$ cat src/rtl/uni_shift_pkg.sv
// Shared definitions for the universal shift engine: operation encodings,
// burst FSM states and the test for which operations may run as a burst.
package uni_shift_pkg;

   localparam logic [2:0] MODE_HOLD = 3'b000;
   localparam logic [2:0] MODE_SL   = 3'b001;
   localparam logic [2:0] MODE_SR   = 3'b010;
   localparam logic [2:0] MODE_LOAD = 3'b011;
   localparam logic [2:0] MODE_ROL  = 3'b100;
   localparam logic [2:0] MODE_ROR  = 3'b101;
   localparam logic [2:0] MODE_ASR  = 3'b110;
   localparam logic [2:0] MODE_RSVD = 3'b111;

   typedef enum logic {
      ST_IDLE = 1'b0,
      ST_RUN  = 1'b1
   } state_t;

   // Only movement operations make sense repeated; HOLD, LOAD and the
   // reserved code are executed once even when start is raised.
   function automatic logic is_burst_mode(input logic [2:0] m);
      return (m == MODE_SL)  || (m == MODE_SR) || (m == MODE_ROL) ||
             (m == MODE_ROR) || (m == MODE_ASR);
   endfunction

endpackage

$ cat src/rtl/uni_shift_next.sv
// Next-value mux for the shift register. Purely combinational so that the
// manual path and the burst path share a single copy of the datapath.
module uni_shift_next
   import uni_shift_pkg::*;
#(
   parameter int N = 8
) (
   input  logic [N-1:0] r,
   input  logic [2:0]   op,
   input  logic         s_in,
   input  logic [N-1:0] p_in,
   output logic [N-1:0] r_next
);

   // Select the register's next contents for the requested operation.
   always_comb begin
      r_next = r;
      case (op)
         MODE_SL:   r_next = {r[N-2:0], s_in};
         MODE_SR:   r_next = {s_in, r[N-1:1]};
         MODE_LOAD: r_next = p_in;
         MODE_ROL:  r_next = {r[N-2:0], r[N-1]};
         MODE_ROR:  r_next = {r[0], r[N-1:1]};
         MODE_ASR:  r_next = {r[N-1], r[N-1:1]};
         default:   r_next = r;
      endcase
   end

endmodule

$ cat src/rtl/uni_shift_engine.sv
// Universal shift register with a burst engine: in IDLE it executes one
// operation per cycle, and a start pulse can hand control to the FSM which
// repeats a latched shift/rotate len times and then pulses done.
module uni_shift_engine
   import uni_shift_pkg::*;
#(
   parameter  int N     = 8,
   localparam int CNT_W = $clog2(N + 1)
) (
   input  logic             clk,
   input  logic             reset,
   input  logic [2:0]       mode,
   input  logic [N-1:0]     p_in,
   input  logic             s_in,
   input  logic             start,
   input  logic [CNT_W-1:0] len,
   output logic [N-1:0]     p_out,
   output logic             s_out_lsb,
   output logic             s_out_msb,
   output logic             busy,
   output logic             done
);

   state_t           state;
   logic [N-1:0]     r;
   logic [N-1:0]     r_next;
   logic [2:0]       run_mode;
   logic [CNT_W-1:0] counter;
   logic [2:0]       active_op;
   logic             launch;

   // During a burst the latched operation drives the datapath and the live
   // mode input is ignored.
   assign active_op = (state == ST_RUN) ? run_mode : mode;

   // A burst launches only for a movement op with a non-zero length.
   assign launch = start && is_burst_mode(mode) && (len != '0);

   uni_shift_next #(.N(N)) u_next (
      .r      (r),
      .op     (active_op),
      .s_in   (s_in),
      .p_in   (p_in),
      .r_next (r_next)
   );

   // Burst FSM together with the shift register, counter and done pulse.
   always_ff @(posedge clk or posedge reset) begin
      if (reset) begin
         state    <= ST_IDLE;
         r        <= '0;
         run_mode <= MODE_HOLD;
         counter  <= '0;
         done     <= 1'b0;
      end else begin
         case (state)
            ST_IDLE: begin
               if (launch) begin
                  run_mode <= mode;
                  counter  <= len;
                  state    <= ST_RUN;
                  done     <= 1'b0;
               end else begin
                  r    <= r_next;
                  done <= start;
               end
            end
            ST_RUN: begin
               r       <= r_next;
               counter <= counter - CNT_W'(1);
               if (counter == CNT_W'(1)) begin
                  state <= ST_IDLE;
                  done  <= 1'b1;
               end else begin
                  done  <= 1'b0;
               end
            end
            default: begin
               state <= ST_IDLE;
               done  <= 1'b0;
            end
         endcase
      end
   end

   assign busy      = (state == ST_RUN);
   assign p_out     = r;
   assign s_out_lsb = r[0];
   assign s_out_msb = r[N-1];

endmodule

$ cat config.mk
export PLATFORM = sky130hd
export DESIGN_NAME = uni_shift_engine
export DESIGN_NICKNAME = d
export VERILOG_FILES = /design/src/rtl/uni_shift_pkg.sv /design/src/rtl/uni_shift_next.sv /design/src/rtl/uni_shift_engine.sv
export SDC_FILE = /design/constraint.sdc
export NUM_CORES = 1
export LEC_CHECK = 0
export ABC_AREA = 1
export CAP_MARGIN = 20
export CORE_MARGIN = 5
export CORE_UTILIZATION = 53
export CTS_CLUSTER_DIAMETER = 150
export DETAILED_ROUTE_END_ITERATION = 8
export GPL_ROUTABILITY_DRIVEN = 0
export PLACE_DENSITY = 0.95
export SYNTH_ARGS = -nofsm -noshare
export SYNTH_HDL_FRONTEND = slang
export SYNTH_SLANG_ARGS = --single-unit
$ cat constraint.sdc
create_clock -name clk -period 2 [get_ports clk]
set_input_delay 0.5 -clock clk [delete_from_list [all_inputs] [get_ports clk]]
set_output_delay 0.5 -clock clk [all_outputs]
set_load 0.02 [all_outputs]
==> out/qor.csv, run 1 <==
stage,metric,value,unit
placement,numPortBuffers,30,
yosys,netlist_area,0.00129,mm^2
critical_path,path_buf_inv,1,
yosys,ys_seq_area_share,33.1,%
clock_tree,clock_path_buffers,2,
critical_path,r2r_end,p_out[5],
drt,routedWlPerCell,12.9,um
job,max_cap_violations,0,
drt,drt_iter0_drc,38,
floorplan,floorplan.initialDensity,57.0,%
timing,setup_violations,0,
global_routing,grtUsageTotal,18.9,%
floorplan,rows,17,
placement,placed_area,0.00161,mm^2
timing,drv_slew,0,
critical_path,critPathLaunchType,register,
critical_path,slowest_delay,0.64,ns
cells_and_area,fin_nets,232,
critical_path,cp_data_required_time,1.50,ns
timing,hold_violations,0,
floorplan,die_area,0.00351,mm^2
drt,vias,1242,
yosys,ys_ff_latch,17,
clock_tree,cts-buffers-inserted,3,
timing,slew_headroom,80.2,%
timing,tightest_slew,0.296,ns
global_routing,grt_pass1_vias,1176,
drt,vias_per_cell,5.22,
floorplan,die_x,59.3,um
outcome,status,"finished, final reports clean",
power,finalPower,3.28,mW
global_routing,grt_pass1_wl,5.13,mm
clock_tree,htreeDepth,1,
global_routing,grt_antenna_before_repair,0,
power,peakVddDrop,1340,uV
cells_and_area,final_area,0.00164,mm^2
critical_path,regToRegStartpoint,busy,
critical_path,worstPathMaxFanout,5,
drt,ant_nets,0,
power,clockPowerShare,5.9,%
cells_and_area,synthToLayoutAreaGrowth,27.2,%
floorplan,die_y,59.3,um
timing,finalCritPeriodShare,93.9,%
timing,rsz0062_at_grt,no,
global_routing,grt_max_degree,18,
timing,min_period,1.88,ns
critical_path,slowest_stage,clkdlybuf4s50_1,
clock_tree,tritoncts,yes,
clock_tree,clk_latency,0.30,ns
timing,clock.fmax,0.532,GHz
drt,firstDrtPassIters,4,
drt,drc_errors,0,
placement,dpl.hpwl,2.39,mm
worst_hold_path,hold_class,input pin to asynchronous set/reset pin,
critical_path,endpoint_kind,primary output,
yosys,syn-num-nets,197,
yosys,yosysWarningCount,0,
critical_path,r2r_cells,8,
critical_path,worstPathArrival,1.38,ns
critical_path,ff2ff_setup_slack,0.30,ns
critical_path,crit_type,register to primary output,
cells_and_area,n_antenna_cell,0,
drt,routed_wl,3.07,mm
clock_tree,clkSinkCount,17,
critical_path,cpLargestDelayFamily,buffers and inverters,
cells_and_area,drive_above_1_share,17.6,%
yosys,avgSynthCellArea,7.31,um^2
power,seqPwrFrac,21.7,%
floorplan,pin_count,31,
power,power_density,2010,mW/mm^2
power,switching_power,1.76,mW
clock_tree,cts.clk_slew.worst_paths,0.10,ns
power,switching_share,53.7,%
timing,finalClockSkew,0.00184,ns
clock_tree,postCtsSetupBuffers,0,
power,power.leakage,0.836,nW
critical_path,path_cells,clkdlybuf4s50_1,
yosys,synthCells,176,
floorplan,core,0.00225,mm^2
clock_tree,cts-hold-fix-buffers,0,
power,internal_power,1.52,mW
power,power_frac_comb,72.4,%
clock_tree,root_buffer,clkbuf_4,
global_routing,gr-total-overflow,0,
yosys,synth_cell_type_count,24,
timing,fin_hold_ws,0.500,ns
clock_tree,postCtsResizedCells,0,
## cells by family (layout without fill, tap and decap cells)
family          after synthesis  after routing  synth area share [%]
simple gates                120            120                  49.4
buf+inv                      25             59                  10.2
compound gates               12             12                  5.35
flops                        17             17                  33.1
fa+ha+maj                     2              2                  1.95
## cells in the final DEF, fill, tap and decap left out, types with 2 or more instances in the layout
| cell type | instances |
|---|---|
| nand2_4 | 10 |
| clkdlybuf4s50_1 | 29 |
| buf_4 | 5 |
| inv_1 | 17 |
| nand4_1 | 5 |
| inv_2 | 2 |
| nand3_1 | 13 |
| dfrtp_1 | 17 |
| nand2_1 | 52 |
| clkbuf_4 | 3 |
| ha_1 | 2 |
| a21oi_1 | 4 |
| o21ai_0 | 5 |
| nand3_2 | 4 |
| nand2_2 | 9 |
| nor2_1 | 24 |
## worst max-delay path by stage
stage | start | endpoint | slack (ns) | depth (start not counted)
after global placement | start | p_out[4] | 0.03 | 8
after floorplan | busy | p_out[6] | 0.50 | 11
after detailed placement | mode[1] | p_out[1] | -0.01 | 7
after CTS | busy | busy | 0.02 | 1
after global routing | p_out[0] | p_out[0] | 0.07 | 1
final | p_out[0] | p_out[0] | 0.12 | 1
## power by group through the flow
stage / sequential (mW) / clock (mW) / combinational, mW
after global placement: 0.713 / 0 / 2.24
after global routing: 0.737 / 0.208 / 2.62
after CTS: 0.708 / 0.196 / 2.38
final: 0.713 / 0.193 / 2.38
after floorplan: 0.794 / 0 / 1.72
after detailed placement: 0.715 / 0 / 2.35
## per-layer routing
| metal | wire (um) | track usage (%) | up-vias |
|---|---|---|---|
| li1 | - | - | 624 |
| met1 | 1360 | 24.1 | 564 |
| met2 | 1500 | 31.2 | 45 |
| met3 | 145 | 2.83 | 9 |
| met4 | 69 | 8.74 | 0 |
| met5 | 0 | 0 | - |
## cell type report
cell class | instances | area (um^2)
inverter | 20 | 80.1
multi-input combinational | 134 | 729
fill | 181 | 618
clock buffer | 4 | 26.3
sequential | 17 | 425
tap | 28 | 35.0
timing repair buffer | 35 | 340
## state kept, by name, indices dropped and copies added (netlist names)
name and flops:
run_mode 3, p_out 8, busy 1, done 1
counter 4
## per-stage QoR
step | util (%) | TNS [ns] | std cells | worst slack (ns)
6_report | 72.6 | 0 | 238 | 0.121
5_1_grt | 72.6 | 0 | 238 | 0.0744
4_1_cts | 72.5 | 0 | 238 | 0.0205
3_5_place_dp | 71.3 | -0.0207 | 234 | -0.0112
3_3_place_gp | 71.3 | 0 | 234 | 0.0343
2_1_floorplan | - | 0 | 176 | 0.498
## synthesized netlist by cell type, drive strengths merged
library cell	count	area, um^2
nand2	71	364
a21boi	1	7.51
o211ai	1	7.51
dfrtp	17	425
nand3	18	123
a21oi	4	20.0
nand4	6	52.6
inv	20	80.1
ha	2	25.0
o21ai	5	25.0
buf	5	51.3
nor2	25	96.4
o221ai	1	8.76
(Power assumes the default switching activity.)
==> inputs of run 2 (changes only) <==
--- a/config.mk
+++ b/config.mk
@@ -8,11 +8,12 @@
 export ABC_AREA = 1
 export CAP_MARGIN = 20
 export CORE_MARGIN = 5
-export CORE_UTILIZATION = 53
+export CORE_UTILIZATION = 55
+export CTS_BUF_LIST = sky130_fd_sc_hd__clkbuf_2
 export CTS_CLUSTER_DIAMETER = 150
 export DETAILED_ROUTE_END_ITERATION = 8
 export GPL_ROUTABILITY_DRIVEN = 0
-export PLACE_DENSITY = 0.95
+export PLACE_DENSITY = 0.87
 export SYNTH_ARGS = -nofsm -noshare
 export SYNTH_HDL_FRONTEND = slang
 export SYNTH_SLANG_ARGS = --single-unit
==> out/qor.csv, run 2 (synthesized netlist as in run 1, its figures left out) <==
stage,metric,value,unit
outcome,status,"finished, final reports clean",
global_routing,grt_pass1_vias,1272,
timing,drv_slew,0,
critical_path,r2r_cells,9,
power,power.leakage,0.834,nW
placement,dpl.hpwl,2.46,mm
critical_path,crit_cells,1,
floorplan,core,0.00223,mm^2
timing,finalClockSkew,0.0145,ns
timing,rsz0062_at_grt,no,
timing,hold_violations,0,
worst_hold_path,hold_class,input pin to asynchronous set/reset pin,
timing,slew_headroom,80.7,%
drt,firstDrtPassIters,4,
floorplan,die_area,0.00341,mm^2
drt,routed_wl,3.04,mm
critical_path,cpLargestDelayFamily,buffers and inverters,
cells_and_area,nFillCells,204,
critical_path,path_cells,clkdlybuf4s50_1,
clock_tree,clkSinkCount,17,
critical_path,regToRegStartpoint,busy,
cells_and_area,synthToLayoutAreaGrowth,26.7,%
timing,min_period,1.91,ns
global_routing,grt_antenna_before_repair,0,
global_routing,grtUsageTotal,20.5,%
global_routing,gr-total-overflow,0,
cells_and_area,largest_register_ffs,8,
clock_tree,clock_path_buffers,2,
floorplan,rows,17,
critical_path,crit_type,register to primary output,
placement,numPortBuffers,30,
job,max_cap_violations,0,
critical_path,slowest_stage,clkdlybuf4s50_1,
clock_tree,cts-buffers-inserted,3,
cells_and_area,final_core_util,72.9,%
cells_and_area,finalNonFillerCells,238,
floorplan,die_y,58.4,um
timing,setup_tns,0,ns
timing,tightest_slew,0.289,ns
critical_path,critPathLaunchType,register,
clock_tree,clk_latency,0.31,ns
clock_tree,root_buffer,clkbuf_2,
power,power_density,1980,mW/mm^2
drt,drt_iter0_drc,30,
critical_path,slowest_delay,0.64,ns
power,peakVddDrop,1480,uV
floorplan,die_x,58.4,um
critical_path,path_buf_inv,1,
placement,placedCellCount,233,
timing,finalCritPeriodShare,95.3,%
cells_and_area,layout_common_cells,"52 x nand2_1, 30 x clkdlybuf4s50_1, 24 x nor2_1, 17 x inv_1, 16 x dfrtp_1",
clock_tree,cts.clk_slew.worst_paths,0.17,ns
critical_path,cp_data_required_time,1.50,ns
drt,vias_per_cell,5.23,
global_routing,grt_pass1_wl,5.45,mm
drt,ant_nets,0,
timing,setup_violations,0,
clock_tree,htreeDepth,1,
drt,vias,1245,
drt,routedWlPerCell,12.8,um
critical_path,endpoint_kind,primary output,
global_routing,grt_max_degree,18,
critical_path,worstPathArrival,1.41,ns
critical_path,ff2ff_setup_slack,0.33,ns
timing,clock.fmax,0.525,GHz
critical_path,r2r_end,p_out[4],
clock_tree,tritoncts,yes,
cells_and_area,layout_commonest_cell,nand2_1,
cells_and_area,fin_nets,232,
cells_and_area,drive_above_1_share,18.6,%
critical_path,worstPathMaxFanout,5,
cells_and_area,n_antenna_cell,0,
floorplan,floorplan.initialDensity,57.6,%
drt,drc_errors,0,
floorplan,pin_count,31,
==> run 2: changes by cell type in the layout (fill, tap and decap cells not counted) <==
cell             change
clkbuf_2             +4
clkdlybuf4s50_1      +1
clkbuf_1             -1
clkbuf_4             -3
dlymetal6s2s_1       -1
dfrtp_2              +1
dfrtp_1              -1
==> run 2: area by class of cell <==
class / count / area [um^2] / share of cell area, %
Sequential cell: 17 / 427 / 26.2
Multi-Input combinational cell: 134 / 729 / 44.8
Tap cell: 28 / 35.0 / 2.15
Timing Repair Buffer: 35 / 338 / 20.7
Clock buffer: 4 / 20.0 / 1.23
Inverter: 20 / 80.1 / 4.92
==> run 2: worst max path at each step <==
stage                     startpoint        end
after floorplan                 busy   p_out[6]
after global placement       mode[1]   p_out[4]
after detailed placement     mode[1]   p_out[2]
after CTS                   p_out[0]   p_out[0]
after global routing        p_out[0]  s_out_lsb
final                       p_out[0]   p_out[0]
==> run 2: layer usage <==
metal | vias to the layer above | part of all wire (%) | global-route usage, %
met5 | - | 0 | 0
met4 | 0 | 2.5 | 8.94
met3 | 8 | 4.0 | 3.51
met2 | 29 | 51 | 36.5
met1 | 586 | 42 | 23.8
li1 | 622 | - | -
==> run 2: what timing repair did <==
item	CTS	global route
setup buffers	1	0
hold buffers	0	0
setup endpoints to repair	1	0
gates resized for setup	1	0
==> run 2: stage by stage <==
stage | hold WS [ns] | worst slack [ns] | power, mW | cell area [um^2]
CTS | 0.474 | 0.0866 | 3.24 | 1630
floorplan | 0.426 | 0.498 | 2.51 | 1290
global placement | 0.498 | 0.0171 | 2.96 | 1600
finish | 0.472 | 0.0943 | 3.22 | 1630
global route | 0.495 | 0.0303 | 3.58 | 1630
detailed placement | 0.506 | -0.00702 | 3.06 | 1600
==> run 2: report_power, final <==
part           switching (mW)  internal, mW
registers               0.157         0.541
logic                    1.46         0.905
clock network           0.109        0.0530
==> run 2: worst register-to-register path, stage by stage, from the launching register on <==
cell	delay (ns)
dfrtp_2	0.43
buf_4	0.19
inv_6	0.14
nand2_1	0.07
nand2_1	0.22
nand3_2	0.14
nand3_2	0.16
nand3_1	0.10
nor2_1	0.11
nor2_1	0.05
